==> src/rtl/id_ex_if.sv <==
// Decode -> ID/EX -> execute signal bundle, including the EX/MEM feedback used for bypass.
// slave is the stage's view; master is the view of whatever surrounds it.
interface id_ex_if #(parameter int XLEN = 64);
  logic            id_valid;
  logic            id_ready;
  logic [3:0]      id_aluop;
  logic [XLEN-1:0] id_pc;
  logic [XLEN-1:0] id_imm;
  logic [4:0]      id_rs1_addr;
  logic [4:0]      id_rs2_addr;
  logic            id_rs1_used;
  logic            id_rs2_used;
  logic [XLEN-1:0] id_rs1_data;
  logic [XLEN-1:0] id_rs2_data;
  logic            id_use_pc;
  logic            id_use_imm;
  logic [4:0]      id_rd_addr;
  logic            id_rd_wen;
  logic            id_is_load;
  logic [XLEN-1:0] alu_result;
  logic [4:0]      mem_rd_addr;
  logic            mem_rd_wen;
  logic [XLEN-1:0] mem_rd_data;
  logic            mem_rd_pending;
  logic            ex_valid;
  logic            ex_ready;
  logic [3:0]      ex_aluop;
  logic [XLEN-1:0] ex_op1;
  logic [XLEN-1:0] ex_op2;
  logic [XLEN-1:0] ex_store_data;
  logic [XLEN-1:0] ex_pc;
  logic [4:0]      ex_rd_addr;
  logic            ex_rd_wen;
  logic            ex_is_load;

  modport slave (
    input  id_valid, id_aluop, id_pc, id_imm, id_rs1_addr, id_rs2_addr,
           id_rs1_used, id_rs2_used, id_rs1_data, id_rs2_data, id_use_pc,
           id_use_imm, id_rd_addr, id_rd_wen, id_is_load, alu_result,
           mem_rd_addr, mem_rd_wen, mem_rd_data, mem_rd_pending, ex_ready,
    output id_ready, ex_valid, ex_aluop, ex_op1, ex_op2, ex_store_data,
           ex_pc, ex_rd_addr, ex_rd_wen, ex_is_load
  );

  modport master (
    output id_valid, id_aluop, id_pc, id_imm, id_rs1_addr, id_rs2_addr,
           id_rs1_used, id_rs2_used, id_rs1_data, id_rs2_data, id_use_pc,
           id_use_imm, id_rd_addr, id_rd_wen, id_is_load, alu_result,
           mem_rd_addr, mem_rd_wen, mem_rd_data, mem_rd_pending, ex_ready,
    input  id_ready, ex_valid, ex_aluop, ex_op1, ex_op2, ex_store_data,
           ex_pc, ex_rd_addr, ex_rd_wen, ex_is_load
  );
endinterface

==> src/rtl/id_ex_stage.sv <==
// ID/EX pipeline register: operand resolution, hazard stall, backpressure and flush.
// Define ID_EX_FORWARDING_EN to enable the EX/MEM bypass network; otherwise dependents stall to WB.
module id_ex_stage #(
  parameter int XLEN = 64
) (
  input  logic clk,
  input  logic rst,
  input  logic flush,
  id_ex_if.slave bus
);

  // Handshake: a transfer happens on a rising edge when valid and ready are both high;
  // ready never depends on valid on the same side.
  logic [4:0]      rs_addr [2];
  logic            rs_used [2];
  logic [XLEN-1:0] rs_rf   [2];
  logic [XLEN-1:0] rs_val  [2];
  logic            rs_haz  [2];
  logic            hazard;
  logic            take_in;
  logic            take_out;

  assign rs_addr[0] = bus.id_rs1_addr;
  assign rs_addr[1] = bus.id_rs2_addr;
  assign rs_used[0] = bus.id_rs1_used;
  assign rs_used[1] = bus.id_rs2_used;
  assign rs_rf[0]   = bus.id_rs1_data;
  assign rs_rf[1]   = bus.id_rs2_data;

  always_comb begin
    logic ex_hit;
    logic mem_hit;
    ex_hit  = 1'b0;
    mem_hit = 1'b0;
    for (int i = 0; i < 2; i++) begin
      rs_val[i] = rs_rf[i];
      rs_haz[i] = 1'b0;
      ex_hit  = bus.ex_valid && bus.ex_rd_wen && (bus.ex_rd_addr == rs_addr[i]);
      mem_hit = bus.mem_rd_wen && (bus.mem_rd_addr == rs_addr[i]);
      if (rs_addr[i] == 5'd0) begin
        rs_val[i] = '0;
      end else begin
`ifdef ID_EX_FORWARDING_EN
        if (ex_hit && !bus.ex_is_load) begin
          rs_val[i] = bus.alu_result;
        end else if (mem_hit && !bus.mem_rd_pending) begin
          rs_val[i] = bus.mem_rd_data;
        end
        // The youngest writer decides: a usable EX result hides a pending MEM load.
        rs_haz[i] = rs_used[i] && (ex_hit ? bus.ex_is_load : (mem_hit && bus.mem_rd_pending));
`else
        rs_haz[i] = rs_used[i] && (ex_hit || mem_hit);
`endif
      end
    end
  end

`ifndef ID_EX_FORWARDING_EN
  logic unused_fwd;
  assign unused_fwd = ^{bus.alu_result, bus.mem_rd_data, bus.mem_rd_pending};
`endif

  assign hazard       = rs_haz[0] || rs_haz[1];
  assign bus.id_ready = !flush && !hazard && (!bus.ex_valid || bus.ex_ready);
  assign take_in      = bus.id_valid && bus.id_ready;
  assign take_out     = bus.ex_valid && bus.ex_ready;

  always_ff @(posedge clk) begin
    if (rst) begin
      bus.ex_valid      <= 1'b0;
      bus.ex_aluop      <= '0;
      bus.ex_op1        <= '0;
      bus.ex_op2        <= '0;
      bus.ex_store_data <= '0;
      bus.ex_pc         <= '0;
      bus.ex_rd_addr    <= '0;
      bus.ex_rd_wen     <= 1'b0;
      bus.ex_is_load    <= 1'b0;
    end else if (flush) begin
      bus.ex_valid <= 1'b0;
    end else if (take_in) begin
      bus.ex_valid      <= 1'b1;
      bus.ex_aluop      <= bus.id_aluop;
      bus.ex_op1        <= bus.id_use_pc ? bus.id_pc : rs_val[0];
      bus.ex_op2        <= bus.id_use_imm ? bus.id_imm : rs_val[1];
      bus.ex_store_data <= rs_val[1];
      bus.ex_pc         <= bus.id_pc;
      bus.ex_rd_addr    <= bus.id_rd_addr;
      bus.ex_rd_wen     <= bus.id_rd_wen;
      bus.ex_is_load    <= bus.id_is_load;
    end else if (take_out) begin
      bus.ex_valid <= 1'b0;
    end
  end

endmodule

==> src/flat_wrapper.sv <==
// flat-port wrapper written by rule: the top's interface ports become plain ports
module id_ex_stage_flat 
#(
  parameter int XLEN = 64
)
  (clk, rst, flush, bus_id_valid, bus_id_aluop, bus_id_pc, bus_id_imm, bus_id_rs1_addr, bus_id_rs2_addr, bus_id_rs1_used, bus_id_rs2_used, bus_id_rs1_data, bus_id_rs2_data, bus_id_use_pc, bus_id_use_imm, bus_id_rd_addr, bus_id_rd_wen, bus_id_is_load, bus_alu_result, bus_mem_rd_addr, bus_mem_rd_wen, bus_mem_rd_data, bus_mem_rd_pending, bus_ex_ready, bus_id_ready, bus_ex_valid, bus_ex_aluop, bus_ex_op1, bus_ex_op2, bus_ex_store_data, bus_ex_pc, bus_ex_rd_addr, bus_ex_rd_wen, bus_ex_is_load);
  id_ex_if #(.XLEN(XLEN)) bus_i ();
  input  logic clk;
  input  logic rst;
  input  logic flush;
  input wire logic [$bits(bus_i.id_valid)-1:0] bus_id_valid;
  input wire logic [$bits(bus_i.id_aluop)-1:0] bus_id_aluop;
  input wire logic [$bits(bus_i.id_pc)-1:0] bus_id_pc;
  input wire logic [$bits(bus_i.id_imm)-1:0] bus_id_imm;
  input wire logic [$bits(bus_i.id_rs1_addr)-1:0] bus_id_rs1_addr;
  input wire logic [$bits(bus_i.id_rs2_addr)-1:0] bus_id_rs2_addr;
  input wire logic [$bits(bus_i.id_rs1_used)-1:0] bus_id_rs1_used;
  input wire logic [$bits(bus_i.id_rs2_used)-1:0] bus_id_rs2_used;
  input wire logic [$bits(bus_i.id_rs1_data)-1:0] bus_id_rs1_data;
  input wire logic [$bits(bus_i.id_rs2_data)-1:0] bus_id_rs2_data;
  input wire logic [$bits(bus_i.id_use_pc)-1:0] bus_id_use_pc;
  input wire logic [$bits(bus_i.id_use_imm)-1:0] bus_id_use_imm;
  input wire logic [$bits(bus_i.id_rd_addr)-1:0] bus_id_rd_addr;
  input wire logic [$bits(bus_i.id_rd_wen)-1:0] bus_id_rd_wen;
  input wire logic [$bits(bus_i.id_is_load)-1:0] bus_id_is_load;
  input wire logic [$bits(bus_i.alu_result)-1:0] bus_alu_result;
  input wire logic [$bits(bus_i.mem_rd_addr)-1:0] bus_mem_rd_addr;
  input wire logic [$bits(bus_i.mem_rd_wen)-1:0] bus_mem_rd_wen;
  input wire logic [$bits(bus_i.mem_rd_data)-1:0] bus_mem_rd_data;
  input wire logic [$bits(bus_i.mem_rd_pending)-1:0] bus_mem_rd_pending;
  input wire logic [$bits(bus_i.ex_ready)-1:0] bus_ex_ready;
  output wire logic [$bits(bus_i.id_ready)-1:0] bus_id_ready;
  output wire logic [$bits(bus_i.ex_valid)-1:0] bus_ex_valid;
  output wire logic [$bits(bus_i.ex_aluop)-1:0] bus_ex_aluop;
  output wire logic [$bits(bus_i.ex_op1)-1:0] bus_ex_op1;
  output wire logic [$bits(bus_i.ex_op2)-1:0] bus_ex_op2;
  output wire logic [$bits(bus_i.ex_store_data)-1:0] bus_ex_store_data;
  output wire logic [$bits(bus_i.ex_pc)-1:0] bus_ex_pc;
  output wire logic [$bits(bus_i.ex_rd_addr)-1:0] bus_ex_rd_addr;
  output wire logic [$bits(bus_i.ex_rd_wen)-1:0] bus_ex_rd_wen;
  output wire logic [$bits(bus_i.ex_is_load)-1:0] bus_ex_is_load;
  assign bus_i.id_valid = bus_id_valid;
  assign bus_i.id_aluop = bus_id_aluop;
  assign bus_i.id_pc = bus_id_pc;
  assign bus_i.id_imm = bus_id_imm;
  assign bus_i.id_rs1_addr = bus_id_rs1_addr;
  assign bus_i.id_rs2_addr = bus_id_rs2_addr;
  assign bus_i.id_rs1_used = bus_id_rs1_used;
  assign bus_i.id_rs2_used = bus_id_rs2_used;
  assign bus_i.id_rs1_data = bus_id_rs1_data;
  assign bus_i.id_rs2_data = bus_id_rs2_data;
  assign bus_i.id_use_pc = bus_id_use_pc;
  assign bus_i.id_use_imm = bus_id_use_imm;
  assign bus_i.id_rd_addr = bus_id_rd_addr;
  assign bus_i.id_rd_wen = bus_id_rd_wen;
  assign bus_i.id_is_load = bus_id_is_load;
  assign bus_i.alu_result = bus_alu_result;
  assign bus_i.mem_rd_addr = bus_mem_rd_addr;
  assign bus_i.mem_rd_wen = bus_mem_rd_wen;
  assign bus_i.mem_rd_data = bus_mem_rd_data;
  assign bus_i.mem_rd_pending = bus_mem_rd_pending;
  assign bus_i.ex_ready = bus_ex_ready;
  assign bus_id_ready = bus_i.id_ready;
  assign bus_ex_valid = bus_i.ex_valid;
  assign bus_ex_aluop = bus_i.ex_aluop;
  assign bus_ex_op1 = bus_i.ex_op1;
  assign bus_ex_op2 = bus_i.ex_op2;
  assign bus_ex_store_data = bus_i.ex_store_data;
  assign bus_ex_pc = bus_i.ex_pc;
  assign bus_ex_rd_addr = bus_i.ex_rd_addr;
  assign bus_ex_rd_wen = bus_i.ex_rd_wen;
  assign bus_ex_is_load = bus_i.ex_is_load;
  id_ex_stage #(.XLEN(XLEN)) u_core (.clk(clk), .rst(rst), .flush(flush), .bus(bus_i));
endmodule
==> config.mk <==
export PLATFORM = sky130hd
export DESIGN_NAME = id_ex_stage_flat
export DESIGN_NICKNAME = d
export VERILOG_FILES = /design/src/rtl/id_ex_if.sv /design/src/rtl/id_ex_stage.sv /design/src/flat_wrapper.sv
export SDC_FILE = /design/constraint.sdc
export NUM_CORES = 1
export LEC_CHECK = 0
export ABC_AREA = 0
export CORE_AREA = 2 2 265 267
export DETAILED_ROUTE_END_ITERATION = 8
export DIE_AREA = 0 0 267 269
export SLEW_MARGIN = 0
export SYNTH_ARGS = -nofsm -noshare
export SYNTH_HDL_FRONTEND = slang
export SYNTH_SLANG_ARGS = --single-unit
==> constraint.sdc <==
create_clock -name clk -period 2.6 [get_ports clk]
set_input_delay 0.52 -clock clk [delete_from_list [all_inputs] [get_ports clk]]
set_output_delay 0.52 -clock clk [all_outputs]
set_load 0.02 [all_outputs]
; ---- Word-level counts from Yosys, hierarchy flattened
; Cells that the tools add are included.
[totals]
regBits = 268
inputBits = 421
[classes]
n_eq_ne = 4
n_mux = 8
bitwise = 1
n_reduce_logical = 23
[op_table]
columns = cell, n
row1 = $mux 64, 4
row2 = $eq 5x5->1, 4
row3 = $logic_and 1x1->1, 11
row4 = $logic_not 5->1, 2
row5 = $logic_or 1x1->1, 4
row6 = $mux 1, 4
row7 = $logic_not 1->1, 3
row8 = $reduce_and 2->1, 1
row9 = $reduce_bool 2->1, 1
row10 = $reduce_or 2->1, 1
row11 = $not 1->1, 1

; ---- Logic depth before layout (Yosys ltp)
; Gate-level depths: netlist (run 1).
[depth]
word_depth = 11
mapped_depth = 9

; ---- Worst setup path after synthesis (run 1)
; OpenSTA, ideal clock, no wires.
[synth_path]
kind = input -> output
startpoint = input bus_id_rs2_addr[1]
endpoint = output bus_id_ready
arrival_time_ps = 1873
t_required_ps = 2080
slack_ps = 207
stages = 6
path_cell_list = or4_1 -> o21ai_1 -> o221ai_2 -> inv_2 -> buf_2 -> buf_2
[synth_via]
elab_chain_cells = 9
[synth_rtl]
columns = element, line_no
row1 = from (decl), flat_wrapper.sv:16  ; input wire logic [$bits(bus_i.id_rs2_addr)-1:0] bus_id_rs2_addr;
row2 = $eq 5x5->1 (on tied branches), "id_ex_stage.sv:38, id_ex_stage.sv:39"
row3 = $logic_and 1x1->1 (on tied branches), "id_ex_stage.sv:38, id_ex_stage.sv:39"
row4 = $logic_or 1x1->1, id_ex_stage.sv:52  ; rs_haz[i] = rs_used[i] && (ex_hit || mem_hit);
row5 = $logic_and 1x1->1, id_ex_stage.sv:52
row6 = $mux 1 *, id_ex_stage.sv:40  ; if (rs_addr[i] == 5'd0) begin
row7 = $logic_or 1x1->1 *, id_ex_stage.sv:63  ; assign hazard = rs_haz[0] || rs_haz[1];
row8 = $logic_not 1->1 *, id_ex_stage.sv:64  ; assign bus.id_ready = !flush && !hazard && (!bus.ex_valid || bus.ex_ready);
row9 = $logic_and 1x1->1 * (2 in series), id_ex_stage.sv:64
row10 = to (decl), flat_wrapper.sv:32  ; output wire logic [$bits(bus_i.id_ready)-1:0] bus_id_ready;
; Every way passes the cells marked *; elsewhere a longest branch is shown, timed or not.

; ---- Worst setup path after layout (run 1)
[layout_path]
startpoint = input bus_mem_rd_addr[3]
endpoint = output bus_id_ready
[layout_via]
elab_chain_cells = 9
[layout_rtl]
columns = element, line_no
row1 = from (decl), flat_wrapper.sv:27  ; input wire logic [$bits(bus_i.mem_rd_addr)-1:0] bus_mem_rd_addr;
row2 = $eq 5x5->1, id_ex_stage.sv:39  ; mem_hit = bus.mem_rd_wen && (bus.mem_rd_addr == rs_addr[i]);
row3 = $logic_and 1x1->1, id_ex_stage.sv:39
row4 = $logic_or 1x1->1, id_ex_stage.sv:52
row5 = $logic_and 1x1->1, id_ex_stage.sv:52
row6 = $mux 1, id_ex_stage.sv:40
row7 = $logic_or 1x1->1 *, id_ex_stage.sv:63
row8 = $logic_not 1->1 *, id_ex_stage.sv:64
row9 = $logic_and 1x1->1 * (2 in series), id_ex_stage.sv:64
; Marks and branches as above.

==> metrics, run 1 <==
number of inserted diodes 0; Setup WS pre-CTS -0.9886 ns; Final Cycle Share 102.4%; worst min path class reg2reg; antenna violations before repair 2; Layout fillers 7267; Via density 4.657; Sink Count 268; cell taking the most area after synthesis dfxtp_1; Worst path depth 7; Clock Skew 0.01798 ns; Tot GR Track Use 14.15%; post-synth cell types 26; GRT met3 Usage 2.932%; drt first pass iters 6; met2 global-route usage 23.51%; Clock Latency Late Sink 0.59 ns; Die Wd 267 µm; share of layout cells above drive strength 1 11.70%; H-tree depth 1; port bufs 560; crit-path max cell delay 0.47 ns; Worst path slowest cell clkdlybuf4s50_1; CTS buffer count 31; multi-input logic area 0.005919 mm²; chip height 269 µm; critical path fanouts, max 2; grt total ovfl 0; largest net degree at the start of global routing 167; Endpoint, Worst Hold u_core.bus.ex_store_data[51]$_SDFFE_PP0P_; pwr dens 572.5 mW/mm²; Layout Cells excl Fill 2923; CP Cell Sequence clkdlybuf4s50_1 > xor2_1 > nor4_2 > a32oi_2 > o221ai_4 > inv_6 > buf_6; Worst R2R End u_core.bus.ex_op1[49]$_SDFFE_PP0P_; post-route cell area 0.02039 mm²; mapped cell area 0.01179 mm²; hold_sp u_core.bus.ex_store_data[51]$_SDFFE_PP0P_; # Max-Cap Violations 0; Total Wirelength 55730 µm; RSZ-0062 raised after global routing true; Seq cells post-synth 268; count of pins over their slew limit 0; Synth area leaders dfxtp_1, a21oi_1, o21ai_0, a2111oi_0, clkbuf_1; Final ANT Viol Nets 0; DR vias 13.61k; DRC 0; status complete, but fails checks; placed cell count 2867; Post-synth EDFFs 0; Syn Nets 1842; violated checks setup timing; CTS tree yes; first-pass GRT wire length 80180 µm; ys flop type dfxtp_1; CORE AREA 0.06930 mm²; R2R depth 10; Final GP Congestion 0.8621; clock-pin slew on the worst setup and hold paths 0.06 ns; Crit path max-delay family buffers and inverters; Buf/Inv on CP 3; worst endpoint required time 2.08 ns; post-route setup slack -0.06291 ns; final setup vio count 1; worst r2r src u_core.bus.ex_rd_addr[4]$_SDFFE_PP0P_; vias in the first global route 13.30k; grt met1 use 17.71%; DR WL/cell 19.07 µm; Mapped Avg Cell Area 8.293 µm²; # IOs 690; Post-CTS Hold Buffers 0; Setup TNS -0.06291 ns; Initial Utilization 17.01%; fmax 0.3755 GHz; placed instance area 0.01903 mm²; Least-Margin Pin Slew 0.9872 ns; Async SR Flop Fraction 0%; Pleak 6.923 nW; FF-to-FF setup slack 0.13 ns; Detail Placement HPWL 38680 µm; row cnt 97; root buf cell clkbuf_16; top cell type's share of synthesized area 45.53%; Synth warnings 0; hold path depth 2; Hold WS 0.4611 ns; Hold Vio Cnt, Final 0; drt initial violations 925; Synth Instances 1421; Max VDD drop 0.3971 mV; gr busiest metal met2; register area 0.005369 mm²; CP endpoint kind primary output; CTS max path bufs 3; startpoint types input port; relative slew slack 34.19%; min cycle time layout 2.663 ns; DIE AREA 0.07182 mm²; final net count 2381; Setup CP Type in2out; area delta synth->final 73.01%; register area share after synthesis 45.53%; crit path DAT 2.14 ns
routing by layer:
metal  vias to the layer above  part of all wire (%)
li1                       6396                     -
met1                      6537                    41
met2                       561                    48
met3                       117                   7.0
met4                         2                   3.8
met5                         -                 0.023
where the power goes:
part | internal, W | total [W] | leakage [nW] | switching (W)
clock | 0.00270 | 0.00454 | 0.521 | 0.00184
sequential | 0.00436 | 0.00450 | 2.20 | 0.000142
combinational | 0.00127 | 0.00263 | 4.20 | 0.00136
total | 0.00833 | 0.0117 | 6.92 | 0.00335
metrics by stage:
stage          total power, W  util (%)
5_1_grt               0.01215     29.42
6_report              0.01167     29.42
2_1_floorplan        0.005660         -
3_3_place_gp         0.007112     27.47
4_1_cts               0.01176     28.99
3_5_place_dp         0.007143     27.47
synthesized netlist by cell type, types with 2 or more instances:
cell       number
a22oi_1        64
xnor2_1         2
xor2_1         18
a2111oi_0      64
o21ai_1        52
a211oi_1       64
or4_1          66
nor4_1          4
buf_1          13
clkbuf_1      140
o21ai_0       153
nand3_1        75
nor3_1         65
buf_6           4
nand2b_1       64
a21oi_1       204
nor2_1         70
a32oi_1         2
buf_2          23
dfxtp_1       268
area by class of cell:
type / instances / area share, %
clock buffer: 45 / 4.455
clock inverter: 11 / 0.6566
inverter: 2 / 0.08591
multi-input combinational: 970 / 29.03
sequential: 268 / 26.33
tap: 940 / 5.768
timing repair buffer: 687 / 33.67
registers in the layout, indices dropped and copies added (netlist names):
name                      flops
u_core.bus.ex_is_load         1
u_core.bus.ex_valid           1
u_core.bus.ex_store_data     64
u_core.bus.ex_rd_addr         5
u_core.bus.ex_aluop           4
u_core.bus.ex_rd_wen          1
u_core.bus.ex_op2            64
u_core.bus.ex_pc             64
u_core.bus.ex_op1            64
worst reg2reg max path, stage by stage, from the launching register on:
cell       delay [ns]
dfxtp_2          0.33
buf_6            0.11
xor2_1           0.15
nor4_1           0.33
a32oi_1          0.15
o221ai_4         0.29
clkbuf_16        0.35
nor2_4           0.11
buf_12           0.20
buf_6            0.20
a211oi_1         0.18
logic make-up after synthesis:
group                  synth area share [%]
buffers and inverters                 6.359
XOR/XNOR                              1.486
flip-flops                            45.53
AND/OR/NAND/NOR                       16.07
AO/OA/AOI/OAI                         30.56
how the worst max path moves through the flow:
| stage | startpoint | endpoint | slack, ns |
|---|---|---|---|
| final | bus_mem_rd_addr[3] | bus_id_ready | -0.06 |
| after floorplan | bus_id_rs2_addr[1] | bus_id_ready | 0.21 |
| after global placement | bus_id_rs2_addr[1] | u_core.bus.ex_op2[58]$_SDFFE_PP0P_ | -0.95 |
| after detailed placement | bus_id_rs2_addr[1] | u_core.bus.ex_op2[58]$_SDFFE_PP0P_ | -0.99 |
| after global routing | u_core.bus.ex_rd_addr[4]$_SDFFE_PP0P_ | bus_id_ready | -0.11 |
| after CTS | bus_id_rs2_addr[2] | bus_id_ready | -0.09 |
placed cells by master, fill, tap and decap left out, drive strengths merged, types with 18 or more instances in the layout:
cell type        n
nor2            70
a21oi          204
xor2            18
nand2b          64
a22oi           64
a2111oi         64
nand3           75
o21ai          205
dfxtp          268
or4             66
a211oi          64
buf            132
clkbuf          46
nor3            65
clkdlybuf4s50  544
what timing repair did:
| item | CTS | global route |
|---|---|---|
| endpoints found under the setup margin | 193 | 148 |
| resized for setup | 15 | 100 |
| buffers inserted | 0 | 0 |
| cloned | 0 | 0 |
| pin swaps | 7 | 4 |
Note: power is estimated with default switching activity, not from simulation.
==> run 2: changes to the inputs <==
--- a/config.mk
+++ b/config.mk
@@ -6,9 +6,12 @@
 export NUM_CORES = 1
 export LEC_CHECK = 0
 export ABC_AREA = 0
+export CELL_PAD_IN_SITES_DETAIL_PLACEMENT = 0
+export CELL_PAD_IN_SITES_GLOBAL_PLACEMENT = 1
 export CORE_AREA = 2 2 265 267
 export DETAILED_ROUTE_END_ITERATION = 8
 export DIE_AREA = 0 0 267 269
+export PLACE_DENSITY_LB_ADDON = 0.1
 export SLEW_MARGIN = 0
 export SYNTH_ARGS = -nofsm -noshare
 export SYNTH_HDL_FRONTEND = slang
==> run 2 against run 1 <==
Effect of this change: the run now ends clean; clock power up 14%; maximum frequency grew 6.2%; clock-buffer cell count up 14; register-to-register slack gained 0.12 ns; setup slack better by 0.15 ns; critical endpoint unchanged; cell count increased by 0.58%; hold slack lost 0.16 ns; sequential power barely moved; largest cell class unchanged; die area did not move.
==> metrics, run 2 (synthesized netlist as in run 1, its figures left out) <==
min cycle time layout 2.508 ns; Least-Margin Pin Slew 0.7733 ns; first-pass GRT wire length 90770 µm; Tot GR Track Use 16.71%; Layout fillers 7438; Sink Count 268; clock-pin slew on the worst setup and hold paths 0.05 ns; multi-input logic area 0.005793 mm²; most frequent cells in the layout clkdlybuf4s50_1, dfxtp_1, a21oi_1, o21ai_0, buf_4; startpoint types input port; Pleak 6.929 nW; Total Wirelength 63120 µm; DR WL/cell 21.47 µm; port bufs 560; Detail Placement HPWL 43680 µm; Final GP Congestion 0.7769; status finished, final reports clean; grt total ovfl 0; drt initial violations 666; Initial Utilization 17.01%; CTS tree yes; most common cell after layout, fill and taps aside clkdlybuf4s50_1; Setup CP Type in2out; share of layout cells above drive strength 1 10.45%; row cnt 97; Clock Latency Late Sink 0.54 ns; # IOs 690; H-tree depth 2; relative slew slack 48.45%; DRC 0; DIE AREA 0.07182 mm²; pwr dens 600.8 mW/mm²; worst endpoint required time 2.08 ns; chip height 269 µm; CTS buffer count 39; CTS max path bufs 3; Clock Skew 0.01186 ns; count of pins over their slew limit 0; Die Wd 267 µm; crit path DAT 1.99 ns; total power 0.01228 W; root buf cell clkbuf_16; area delta synth->final 73.42%; critical path fanouts, max 2; vias in the first global route 13.32k; Hold Vio Cnt, Final 0; final net count 2385; final setup vio count 0; RSZ-0062 raised after global routing false; # Max-Cap Violations 0; CORE AREA 0.06930 mm²; Final ANT Viol Nets 0; antenna violations before repair 18; largest net degree at the start of global routing 111; DR vias 13.39k; Max VDD drop 0.3318 mV; Final Cycle Share 96.46%; worst min path class in2reg; CP endpoint kind primary output; register area 0.005368 mm²; drt first pass iters 4; Via density 4.554; fmax 0.3987 GHz; Hold WS 0.2993 ns
run 2: stage by stage:
step	std cells	setup slack, ns	setup TNS (ns)	area (µm²)	util [%]
global placement	2863	-0.7774	-129.67	19090	27.55
global route	2940	0.01612	0	20440	29.49
floorplan	1421	0.2066	0	11790	-
detailed placement	2863	-0.8220	-134.58	19090	27.55
CTS	2932	-0.01962	-0.01962	20340	29.35
finish	2940	0.09194	0	20440	29.49
run 2: area by class of cell:
type / count / area share (%)
Antenna cell: 9 / 0.1102
Clock buffer: 59 / 5.681
Tap cell: 940 / 5.755
Inverter: 2 / 0.08571
Multi-Input combinational cell: 970 / 28.35
Sequential cell: 268 / 26.26
Timing Repair Buffer: 683 / 33.47
Clock inverter: 9 / 0.2877
run 2: final timing paths:
| kind | from | endpoint | slack (ns) | cells after the start |
|---|---|---|---|---|
| max | bus_mem_rd_addr[2] | bus_id_ready | 0.09 | 7 |
| min | bus_id_valid | u_core.bus.ex_pc[26]$_SDFFE_PP0P_ | 0.30 | 3 |
| max reg2reg | u_core.bus.ex_rd_addr[3]$_SDFFE_PP0P_ | u_core.bus.ex_store_data[36]$_SDFFE_PP0P_ | 0.25 | 9 |
| min reg2reg | u_core.bus.ex_store_data[25]$_SDFFE_PP0P_ | u_core.bus.ex_store_data[25]$_SDFFE_PP0P_ | 0.46 | 2 |
run 2: metal layers:
layer / vias to the layer above / GRT usage [%] / wire (µm)
li1: 6425 / - / -
met1: 6436 / 19.94 / 25530
met2: 394 / 27.92 / 31010
met3: 115 / 4.977 / 4379
met4: 18 / 7.015 / 2075
met5: - / 0 / 118
run 2: report_power, final:
part           switching [W]  leakage, nW  total [W]  internal (W)
Clock                0.00210        0.603    0.00517       0.00307
Combinational        0.00136         4.13    0.00262       0.00126
Sequential          0.000135         2.20    0.00450       0.00436
run 2: worst max-delay path, stage by stage:
cell             delay (ns)
clkdlybuf4s50_1        0.47
xor2_1                 0.18
nor4_2                 0.18
a32oi_1                0.18
o221ai_4               0.27
inv_6                  0.05
buf_6                  0.13
run 2: what timing repair did:
item,CTS,global route
resized for setup,25,24
pin swaps,7,8
buffers inserted,1,0
setup endpoints to repair,30,102
hold buffers,0,0
